**config.mk**
```make
export PLATFORM = sky130hd
export DESIGN_NAME = aes_result_monitor_flat
export DESIGN_NICKNAME = d
export VERILOG_FILES = /design/src/rtl/aes_mon_pkg.sv /design/src/rtl/aes_result_monitor_if.sv /design/src/rtl/aes_mon_tx_serializer.sv /design/src/rtl/aes_result_monitor.sv /design/src/flat_wrapper.sv
export SDC_FILE = /design/constraint.sdc
export NUM_CORES = 2
export LEC_CHECK = 0
export CORE_MARGIN = 3
export CORE_UTILIZATION = 30
export CTS_CLUSTER_SIZE = 20
export DETAILED_ROUTE_END_ITERATION = 10
export SYNTH_ARGS = -nofsm -noshare
export SYNTH_HDL_FRONTEND = slang
export SYNTH_SLANG_ARGS = --single-unit
```
**constraint.sdc**
```tcl
create_clock -name clk -period 44.9 [get_ports clk]
set_input_delay 11.225 -clock clk [delete_from_list [all_inputs] [get_ports clk]]
set_output_delay 11.225 -clock clk [all_outputs]
set_load 0.05 [all_outputs]
```
**src/rtl/aes_mon_pkg.sv**
```systemverilog
// aes_mon_pkg: shared types and constants for the AES result monitor.
//   aes_mon_state_e : monitor FSM states
//   PKT_HDR/PKT_LEN : result packet framing (header byte, length in bytes)
//   STS_*           : bit positions inside the packet status byte
//   status_byte()   : assembles the status byte from the flag values
package aes_mon_pkg;

  typedef enum logic [1:0] {
    StIdle,
    StWaitDec,
    StCompare,
    StStream
  } aes_mon_state_e;

  localparam logic [7:0]  PKT_HDR = 8'hA5;
  localparam int unsigned PKT_LEN = 34;
  localparam int unsigned PKT_W   = PKT_LEN * 8;
  localparam int unsigned IDX_W   = 6;

  localparam int unsigned STS_MATCH   = 0;
  localparam int unsigned STS_ORPHAN  = 1;
  localparam int unsigned STS_OVERRUN = 2;

  function automatic logic [7:0] status_byte(logic overrun, logic orphan, logic match);
    logic [7:0] sts;
    sts              = '0;
    sts[STS_OVERRUN] = overrun;
    sts[STS_ORPHAN]  = orphan;
    sts[STS_MATCH]   = match;
    return sts;
  endfunction

endpackage

```
**src/rtl/aes_result_monitor_if.sv**
```systemverilog
// aes_result_monitor_if: byte-wide valid/ready stream toward a UART/debug sink.
//   tx_data  : packet byte
//   tx_valid : tx_data valid
//   tx_ready : sink accepts tx_data
// master = byte source (monitor), slave = byte sink.
interface aes_result_monitor_if;

  logic [7:0] tx_data;
  logic       tx_valid;
  logic       tx_ready;

  modport master (
    output tx_data,
    output tx_valid,
    input  tx_ready
  );

  modport slave (
    input  tx_data,
    input  tx_valid,
    output tx_ready
  );

endinterface

```
**src/rtl/aes_mon_tx_serializer.sv**
```systemverilog
// aes_mon_tx_serializer: loads a whole result packet in one cycle and shifts it out
// most-significant byte first under valid/ready.
//   clk, rst : clock, asynchronous active-high reset
//   load_i   : load pkt_i and start sending (only pulsed while idle)
//   pkt_i    : packet, byte 0 in [PKT_W-1 -: 8]
//   last_o   : final byte accepted this cycle
//   tx_io    : byte stream source
module aes_mon_tx_serializer
  import aes_mon_pkg::*;
(
  input  logic                 clk,
  input  logic                 rst,
  input  logic                 load_i,
  input  logic [PKT_W-1:0]     pkt_i,
  output logic                 last_o,
  aes_result_monitor_if.master tx_io
);

  logic [PKT_W-1:0] shreg_q, shreg_d;
  logic [IDX_W-1:0] idx_q, idx_d;
  logic             valid_q, valid_d;
  logic             accept;
  logic             at_last;

  assign accept  = valid_q & tx_io.tx_ready;
  assign at_last = (idx_q == IDX_W'(PKT_LEN - 1));

  always_comb begin
    shreg_d = shreg_q;
    idx_d   = idx_q;
    valid_d = valid_q;
    if (load_i) begin
      shreg_d = pkt_i;
      idx_d   = '0;
      valid_d = 1'b1;
    end else if (accept) begin
      // Current byte always sits at the top; stalls leave the register untouched.
      shreg_d = shreg_q << 8;
      if (at_last) begin
        idx_d   = '0;
        valid_d = 1'b0;
      end else begin
        idx_d = idx_q + IDX_W'(1);
      end
    end
  end

  always_ff @(posedge clk or posedge rst) begin
    if (rst) begin
      shreg_q <= '0;
      idx_q   <= '0;
      valid_q <= 1'b0;
    end else begin
      shreg_q <= shreg_d;
      idx_q   <= idx_d;
      valid_q <= valid_d;
    end
  end

  assign tx_io.tx_data  = shreg_q[PKT_W-1 -: 8];
  assign tx_io.tx_valid = valid_q;
  assign last_o         = accept & at_last;

endmodule

```
**src/rtl/aes_result_monitor.sv**
```systemverilog
// aes_result_monitor: captures the SPI AES master's encrypt and decrypt results on the
// rising edges of enc_done/dec_done, compares the pair with expected vectors, keeps
// saturating pass/fail counters and sticky protocol-error flags, and optionally streams
// a 34-byte result packet (A5, status, cipher[127:0], dec[127:0]).
//   clk, rst               : master's undivided clock, asynchronous active-high reset
//   enc_done_i, dec_done_i : done levels from the master (may be held many cycles)
//   data_out_i             : master result bus
//   exp_enc_i, exp_dec_i   : expected vectors, sampled with the matching capture
//   cipher_q_o, dec_q_o    : captured results
//   match_o, mismatch_o    : one-cycle compare outcome
//   pass_cnt_o, fail_cnt_o : saturating outcome counters
//   overrun_o, orphan_o    : sticky protocol-error flags
//   busy_o                 : FSM not idle
//   tx_io                  : packet byte stream
module aes_result_monitor
  import aes_mon_pkg::*;
#(
  parameter int unsigned CNT_W     = 16,
  parameter bit          STREAM_EN = 1'b1
) (
  input  logic                 clk,
  input  logic                 rst,
  input  logic                 enc_done_i,
  input  logic                 dec_done_i,
  input  logic [127:0]         data_out_i,
  input  logic [127:0]         exp_enc_i,
  input  logic [127:0]         exp_dec_i,
  output logic [127:0]         cipher_q_o,
  output logic [127:0]         dec_q_o,
  output logic                 match_o,
  output logic                 mismatch_o,
  output logic [CNT_W-1:0]     pass_cnt_o,
  output logic [CNT_W-1:0]     fail_cnt_o,
  output logic                 overrun_o,
  output logic                 orphan_o,
  output logic                 busy_o,
  aes_result_monitor_if.master tx_io
);

  aes_mon_state_e   state_q, state_d;
  logic             enc_prev_q, dec_prev_q;
  logic             enc_rise, dec_rise;
  logic [127:0]     cipher_q, dec_q, exp_enc_q, exp_dec_q;
  logic [CNT_W-1:0] pass_q, fail_q;
  logic             overrun_q, orphan_q;
  logic             results_eq;
  logic             cap_enc, cap_dec, set_overrun, set_orphan, load;
  logic             tx_last;
  logic [PKT_W-1:0] pkt;

  // A held done level yields a single event.
  assign enc_rise   = enc_done_i & ~enc_prev_q;
  assign dec_rise   = dec_done_i & ~dec_prev_q;
  assign results_eq = (cipher_q == exp_enc_q) && (dec_q == exp_dec_q);

  // Flags are sampled in the COMPARE cycle, when the packet is loaded, so later errors
  // cannot change a packet already in flight.
  assign pkt = {PKT_HDR, status_byte(overrun_q, orphan_q, results_eq), cipher_q, dec_q};

  always_ff @(posedge clk or posedge rst) begin
    if (rst) begin
      state_q <= StIdle;
    end else begin
      state_q <= state_d;
    end
  end

  always_comb begin
    state_d = state_q;
    case (state_q)
      StIdle:    if (enc_rise) state_d = StWaitDec;
      StWaitDec: if (dec_rise) state_d = StCompare;
      StCompare: state_d = STREAM_EN ? StStream : StIdle;
      StStream:  if (tx_last) state_d = StIdle;
      default:   state_d = StIdle;
    endcase
  end

  always_comb begin
    busy_o      = 1'b0;
    match_o     = 1'b0;
    mismatch_o  = 1'b0;
    cap_enc     = 1'b0;
    cap_dec     = 1'b0;
    set_overrun = 1'b0;
    set_orphan  = 1'b0;
    load        = 1'b0;
    case (state_q)
      StIdle: begin
        // Simultaneous edges: enc wins, dec is reported as an orphan.
        cap_enc    = enc_rise;
        set_orphan = dec_rise;
      end
      StWaitDec: begin
        busy_o      = 1'b1;
        cap_dec     = dec_rise;
        set_overrun = enc_rise;
      end
      StCompare: begin
        busy_o      = 1'b1;
        match_o     = results_eq;
        mismatch_o  = ~results_eq;
        load        = STREAM_EN;
        set_overrun = enc_rise;
        set_orphan  = dec_rise;
      end
      StStream: begin
        busy_o      = 1'b1;
        set_overrun = enc_rise;
        set_orphan  = dec_rise;
      end
      default: ;
    endcase
  end

  always_ff @(posedge clk or posedge rst) begin
    if (rst) begin
      enc_prev_q <= 1'b0;
      dec_prev_q <= 1'b0;
      cipher_q   <= '0;
      dec_q      <= '0;
      exp_enc_q  <= '0;
      exp_dec_q  <= '0;
      pass_q     <= '0;
      fail_q     <= '0;
      overrun_q  <= 1'b0;
      orphan_q   <= 1'b0;
    end else begin
      enc_prev_q <= enc_done_i;
      dec_prev_q <= dec_done_i;
      if (cap_enc) begin
        cipher_q  <= data_out_i;
        exp_enc_q <= exp_enc_i;
      end
      if (cap_dec) begin
        dec_q     <= data_out_i;
        exp_dec_q <= exp_dec_i;
      end
      if (set_overrun) overrun_q <= 1'b1;
      if (set_orphan)  orphan_q  <= 1'b1;
      if (match_o && (pass_q != '1))    pass_q <= pass_q + CNT_W'(1);
      if (mismatch_o && (fail_q != '1)) fail_q <= fail_q + CNT_W'(1);
    end
  end

  aes_mon_tx_serializer u_tx_serializer (
    .clk    (clk),
    .rst    (rst),
    .load_i (load),
    .pkt_i  (pkt),
    .last_o (tx_last),
    .tx_io  (tx_io)
  );

  assign cipher_q_o = cipher_q;
  assign dec_q_o    = dec_q;
  assign pass_cnt_o = pass_q;
  assign fail_cnt_o = fail_q;
  assign overrun_o  = overrun_q;
  assign orphan_o   = orphan_q;

endmodule

```
**src/flat_wrapper.sv**
```systemverilog
// flat-port wrapper written by rule: the top's interface ports become plain ports
module aes_result_monitor_flat import aes_mon_pkg::*;
#(
  parameter int unsigned CNT_W     = 16,
  parameter bit          STREAM_EN = 1'b1
)
  (clk, rst, enc_done_i, dec_done_i, data_out_i, exp_enc_i, exp_dec_i, cipher_q_o, dec_q_o, match_o, mismatch_o, pass_cnt_o, fail_cnt_o, overrun_o, orphan_o, busy_o, tx_io_tx_data, tx_io_tx_valid, tx_io_tx_ready);
  aes_result_monitor_if tx_io_i ();
  input  logic clk;
  input  logic rst;
  input  logic enc_done_i;
  input  logic dec_done_i;
  input  logic [127:0] data_out_i;
  input  logic [127:0] exp_enc_i;
  input  logic [127:0] exp_dec_i;
  output logic [127:0] cipher_q_o;
  output logic [127:0] dec_q_o;
  output logic match_o;
  output logic mismatch_o;
  output logic [CNT_W-1:0] pass_cnt_o;
  output logic [CNT_W-1:0] fail_cnt_o;
  output logic overrun_o;
  output logic orphan_o;
  output logic busy_o;
  output wire logic [$bits(tx_io_i.tx_data)-1:0] tx_io_tx_data;
  output wire logic [$bits(tx_io_i.tx_valid)-1:0] tx_io_tx_valid;
  input wire logic [$bits(tx_io_i.tx_ready)-1:0] tx_io_tx_ready;
  assign tx_io_tx_data = tx_io_i.tx_data;
  assign tx_io_tx_valid = tx_io_i.tx_valid;
  assign tx_io_i.tx_ready = tx_io_tx_ready;
  aes_result_monitor #(.CNT_W(CNT_W), .STREAM_EN(STREAM_EN)) u_core (.clk(clk), .rst(rst), .enc_done_i(enc_done_i), .dec_done_i(dec_done_i), .data_out_i(data_out_i), .exp_enc_i(exp_enc_i), .exp_dec_i(exp_dec_i), .cipher_q_o(cipher_q_o), .dec_q_o(dec_q_o), .match_o(match_o), .mismatch_o(mismatch_o), .pass_cnt_o(pass_cnt_o), .fail_cnt_o(fail_cnt_o), .overrun_o(overrun_o), .orphan_o(orphan_o), .busy_o(busy_o), .tx_io(tx_io_i));
endmodule
```
# ---- Yosys cells after proc, flatten, opt, wreduce, memory -nomap -nowiden
# Cells that the tools add are included.
dict set report op_classes {
  muxes 20
  order_cmp 0
  n_bitwise 7
  mul 0
  n_addsub 3
  div 0
  n_reduce_logical 10
  n_eq_ne 11
  n_shift 0
}
# cell count
set op_table {}
lappend op_table {{2-to-1 mux 272 bit} 2}
lappend op_table {{equality test 128 bit} 2}
lappend op_table {{adder 16 x 1 -> 16 bit, second input constant} 2}
lappend op_table {{!= test 16 bit, second input constant} 2}
lappend op_table {{2-to-1 mux 6 bit} 3}
lappend op_table {{2-to-1 mux 1 bit} 11}
lappend op_table {{one-hot mux 2 bit (4 select lines)} 1}
lappend op_table {{adder 6 x 1 -> 6 bit, second input constant} 1}
lappend op_table {{equality test 6 bit, second input constant} 1}
lappend op_table {{2-to-1 mux 2 bit} 3}
lappend op_table {{!= test 2 x 1 -> 1 bit, second input constant} 3}
lappend op_table {{OR reduction 3 bit} 2}
lappend op_table {{bitwise AND 1 bit} 4}
lappend op_table {{equality test 2 bit, second input constant} 2}
lappend op_table {{nonzero test 2 bit} 2}
lappend op_table {{logical AND 1 bit} 3}
lappend op_table {{inverter 1 bit} 3}
lappend op_table {{AND reduction 3 bit} 1}
lappend op_table {{equality test 2 x 1 -> 1 bit, second input constant} 1}
lappend op_table {{logical NOT 2 bit} 1}
lappend op_table {{AND reduction 2 bit} 1}
dict set report totals {
  ramBits 0
  in_bits 389
  elab_cells 65
  regBits 829
  latchBits 0
  memories 0
  romBits 0
  output_inout_bits 302
}

# ---- Logic depth before layout (Yosys ltp)
dict set report depth {
  ltp_word 5
  ltp_mapped 9
  ltp_nobuf 8
}

# ---- By module
# Synthesis repeated with hierarchy kept, for this count alone.
dict set report unflattened {
  cells_unflattened 2832
  area_unflattened_um2 36249.8
}
# module instances cells_each seq_area_each_um2 area_per_inst_um2
set by_module_without_submodules {}
lappend by_module_without_submodules {aes_result_monitor 1 1603 13763.2 23483.8}
lappend by_module_without_submodules {aes_mon_tx_serializer 1 1229 6981.7 12766.0}

# ---- Worst setup path before layout
# No wires, ideal clock.
dict set report synth_path {
  path_kind {reg-to-output}
  start {reg u_core.cipher_q[119] (netlist: u_core.cipher_q_o[119])}
  end {out match_o}
  t_arrival_ns 2.502
  path_buffers 2
  slack_ns 31.173
  t_required_ns 33.675
  path_stages_with_launch 9
  path_cell_list {dfrtp_1 > xnor2_1 > nand4_1 > nor4_1 > nand4_1 > nor4_4 > buf_6 > buf_8 > and2_1}
}
dict set report synth_between {
  elab_chain_len 3
}
# element line_no
set synth_rtl {}
lappend synth_rtl {{start: declaration} aes_result_monitor.sv:43} ;# logic [127:0] cipher_q, dec_q, exp_enc_q, exp_dec_q;
lappend synth_rtl {{start signal: assignment} aes_result_monitor.sv:132} ;# cipher_q <= data_out_i;
lappend synth_rtl {{equality test 128 bit} aes_result_monitor.sv:54} ;# assign results_eq = (cipher_q == exp_enc_q) && (dec_q == exp_dec_q);
lappend synth_rtl {{logical AND 1 bit} aes_result_monitor.sv:54}
lappend synth_rtl {{2-to-1 mux 1 bit} aes_result_monitor.sv:88} ;# case (state_q)
lappend synth_rtl {{end: declaration} flat_wrapper.sv:18} ;# output logic match_o;
# No other way between the ends.

# ---- Worst setup path in the final report
dict set report layout_path {
  start {reg u_core.cipher_q[60] (netlist: u_core.cipher_q_o[60])}
  end {out match_o}
}
# The elaborated chain is that of the path after synthesis.

==> results.md <==
- Starting Density: 0.304
- Worst hold path type: reg -> reg
- Post-CTS sizing: 0
- Root Buffer Master: clkbuf_16
- Max incr delay on CP: approximately 0.8 ns
- Pwr Density: just under 90 mW/mm^2
- Max Cap Viol: 0
- Post-CTS Setup Inserts: 0
- Final Wtd Congestion: roughly 0.85
- Die Y: around 350 microns
- Final Hold Vio Count: 0
- I/O Buffers: 690
- Net Switching: between 0.0015 and 0.002 W
- Cts hold-fix bufs: 0
- Initial antenna violation count: 44
- Routed vias/inst: around 5
- Async S/R FF share, synth: 1.00
- Worst-Skew Late Latency: slightly below 0.7 ns
- Clock sink count: 829
- VDD IR max: about 53 uV
- Post-synth top area share: 0.575
- Status: completed
- Cell Chain, Critical Path: xnor2_1 -> nand4_1 -> nor4_1 -> nand4_1 -> nor4_4 -> buf_4 -> and2_1 -> clkdlybuf4s50_1
- Syn-to-layout area delta: 33.0%
- Sequential share of the synthesized area: 0.575
- Antenna-violating nets left: 0
- Initial DRC count: between 1.5k and 2k
- Number of synthesized flops with an enable pin: 0
- CP endpoint kind: output port
- Slew @ Worst Pin: around 1.3 ns
- Grt ovf: 0
- #FFs+latches synth: between 800 and 900
- Mean post-synth cell area: approximately 13 sq um
- Worst Path Arrival: 4.89 ns
- Most frequent cell after synthesis: dfrtp_1
- Leading area contributor after synthesis: dfrtp_1
- DRC viols: 0
- Main flop type after synthesis: dfrtp_1
- Chip width: around 350 microns
- Post-Synthesis Cells: ~2.8k
- Commonest cells in the netlist: dfrtp_1, mux2_2, nand2_1
- Combinational Power Share: 0.448
- WL/cell: between 30 and 40 microns
- Row count: 126
- Max Slew Vio Count: 0
- Main area contributors after synthesis: dfrtp_1, mux2_2, mux2i_1
- Routed wl met3: 10900 microns
- Setup violators final: 0
- CP Launch Type: register
- Mapped Area: ~0.036 sq mm
- Global-route wire length before repair: approximately 220000 microns
- First-pass detailed-route iteration total: 5
- Critical path startpoint: u_core.cipher_q_o[60]
- Crit path top cell by count: nand4_1
- Clock share of power: 0.196
- Critical Path RT: ~34 ns
- Sw Share: 0.464
- Setup_tns: 0 ns
- DIE AREA: 0.124 sq mm
- Layout Nets: 3884
- Syn Nets: roughly 3.2k
- WL final: around 160000 microns
- Worst-path clk slew: about 0.06 ns
- WL met1: slightly below 70000 microns
- Fin crit share: 0.359
- Fmax: slightly above 60 MHz
- CTS H-Tree Depth: 3
- Core area: between 0.1 and 0.15 sq mm
- Sequential Power Share: 0.357
- HPWL after DPL: 123000 microns
- Worst setup path category: reg -> out
- Min cycle time layout: roughly 16 ns
- Cell-internal power: between 0.002 and 0.0025 W
- Largest net degree at the start of global routing: roughly 230
- Post-placement worst setup slack: about 29 ns
- Slowest cell on the critical path: clkdlybuf4s50_1
- Global-route total usage across every layer: 0.250
- Synth Warn #: 0
- Setup Skew: 0.0237 ns
- Fillers: roughly 11k
- Worst slew margin: 0.132
- Vias in the first global route: 25.8k
- Unique masters post-synth: 41
- R2r startpoint: u_core.state_q[0]
- Vias: about 25k
- Wire length on met2: approximately 75000 microns
- Final WS setup: 28.79 ns
- Max layer used: met5
- IO Pins: ~700
- Cts bufs inserted: slightly below 100
- Hold Startpoint: u_core.u_tx_serializer.shreg_q[263]
- Pleak: ~20 nW
- Crit path max fanout: 33
- Unrepaired setup endpoints after global routing: no
- CTS tree: yes
- Ratio of cells with drive above 1 in the final layout: 0.202
- Clock buffer depth: 3
[worst max-delay path, delay by kind of cell, from the launching register on]
kind,cells,cell delay (ns)
buffers and inverters,2,1.27
DFF,1,0.47
xor gates and xnor gates,1,0.70
and+or+nand+nor,5,1.73
[registers in the layout (all words and copies together) (netlist names)]
register,count
u_core.state_q,2
u_core.fail_cnt_o,16
u_core.dec_q_o,128
u_core.exp_enc_q,128
u_core.u_tx_serializer.shreg_q,272
u_core.pass_cnt_o,16
u_core.u_tx_serializer.tx_io.tx_valid,1
u_core.exp_dec_q,128
u_core.dec_prev_q,1
u_core.overrun_o,1
u_core.orphan_o,1
u_core.u_tx_serializer.idx_q,6
u_core.enc_prev_q,1
u_core.cipher_q_o,128
[area by class of cell]
type / count / area, sq um / share of cell area
repair buffers: 717 / 7160 / 0.149
well taps: 1600 / 2000 / 0.0417
multi-input cells: 1833 / 14700 / 0.305
clock inverters: 33 / 422 / 0.00879
diodes: 17 / 42.5 / 0.000887
inverters: 7 / 33.8 / 0.000704
flip-flops and latches: 829 / 20700 / 0.432
clock buffers: 147 / 2930 / 0.0610
[layer usage]
layer / up-vias / track usage
met2: 806 / 0.405
met5: - / 0
met3: 179 / 0.0706
met1: 13100 / 0.330
li1: 11200 / -
met4: 24 / 0.0632
[cell families (layout without fill, tap and decap cells)]
kind of cell    Yosys count  count (layout)  share of synthesized area
simple gates            491             491                     0.0624
mux                     766             766                      0.230
flops                   829             829                      0.575
buf+inv                 170             904                     0.0193
other cells               0              17                          0
xor+xnor                287             287                     0.0701
fa+ha+maj                 8               8                    0.00278
compound gates          281             281                     0.0398
[metrics by stage]
stage                     hold slack, ns  total power (W)  instance area (sq um)  cells   util
after floorplan                    0.460          0.00247                  36100   2832      -
after global placement             0.478          0.00343                  44600   4986  0.376
after detailed placement           0.481          0.00345                  44600   4986  0.376
after CTS                          0.490          0.00430                  47900   5166  0.404
after global routing               0.512          0.00443                  48000   5170  0.404
final                              0.490          0.00426                  48000   5183  0.404
[power groups by stage]
stage | logic [W] | clock network (W) | registers (W)
after floorplan | 0.000707 | 0 | 0.00176
after global placement | 0.00191 | 0 | 0.00152
after detailed placement | 0.00192 | 0 | 0.00153
after CTS | 0.00193 | 0.000853 | 0.00152
after global routing | 0.00199 | 0.000882 | 0.00156
final | 0.00191 | 0.000833 | 0.00152
[cells in the final DEF, fill, tap and decap left out, drive strengths merged, types with 13 or more instances in the layout]
master         count
diode             17
clkdlybuf4s50    690
dfrtp            829
mux2             516
clkbuf           147
nor3              18
a21oi             13
xnor2            269
inv               14
buf               27
o21ai            262
nand4             76
xor2              18
nand2            320
mux2i            250
nand3             17
nor4              21
[final timing paths]
check,depth (start not counted),slack [ns],endpoint
setup / recovery,8,28.79,match_o
hold / removal,2,0.49,u_core.u_tx_serializer.shreg_q[271]
setup reg to reg,7,40.91,u_core.u_tx_serializer.shreg_q[68]
hold reg to reg,2,0.49,u_core.u_tx_serializer.shreg_q[271]
max in group asynchronous,5,30.43,u_core.u_tx_serializer.shreg_q[42]
min in group asynchronous,2,11.19,u_core.cipher_q_o[13]
(Power assumes the default switching activity.)
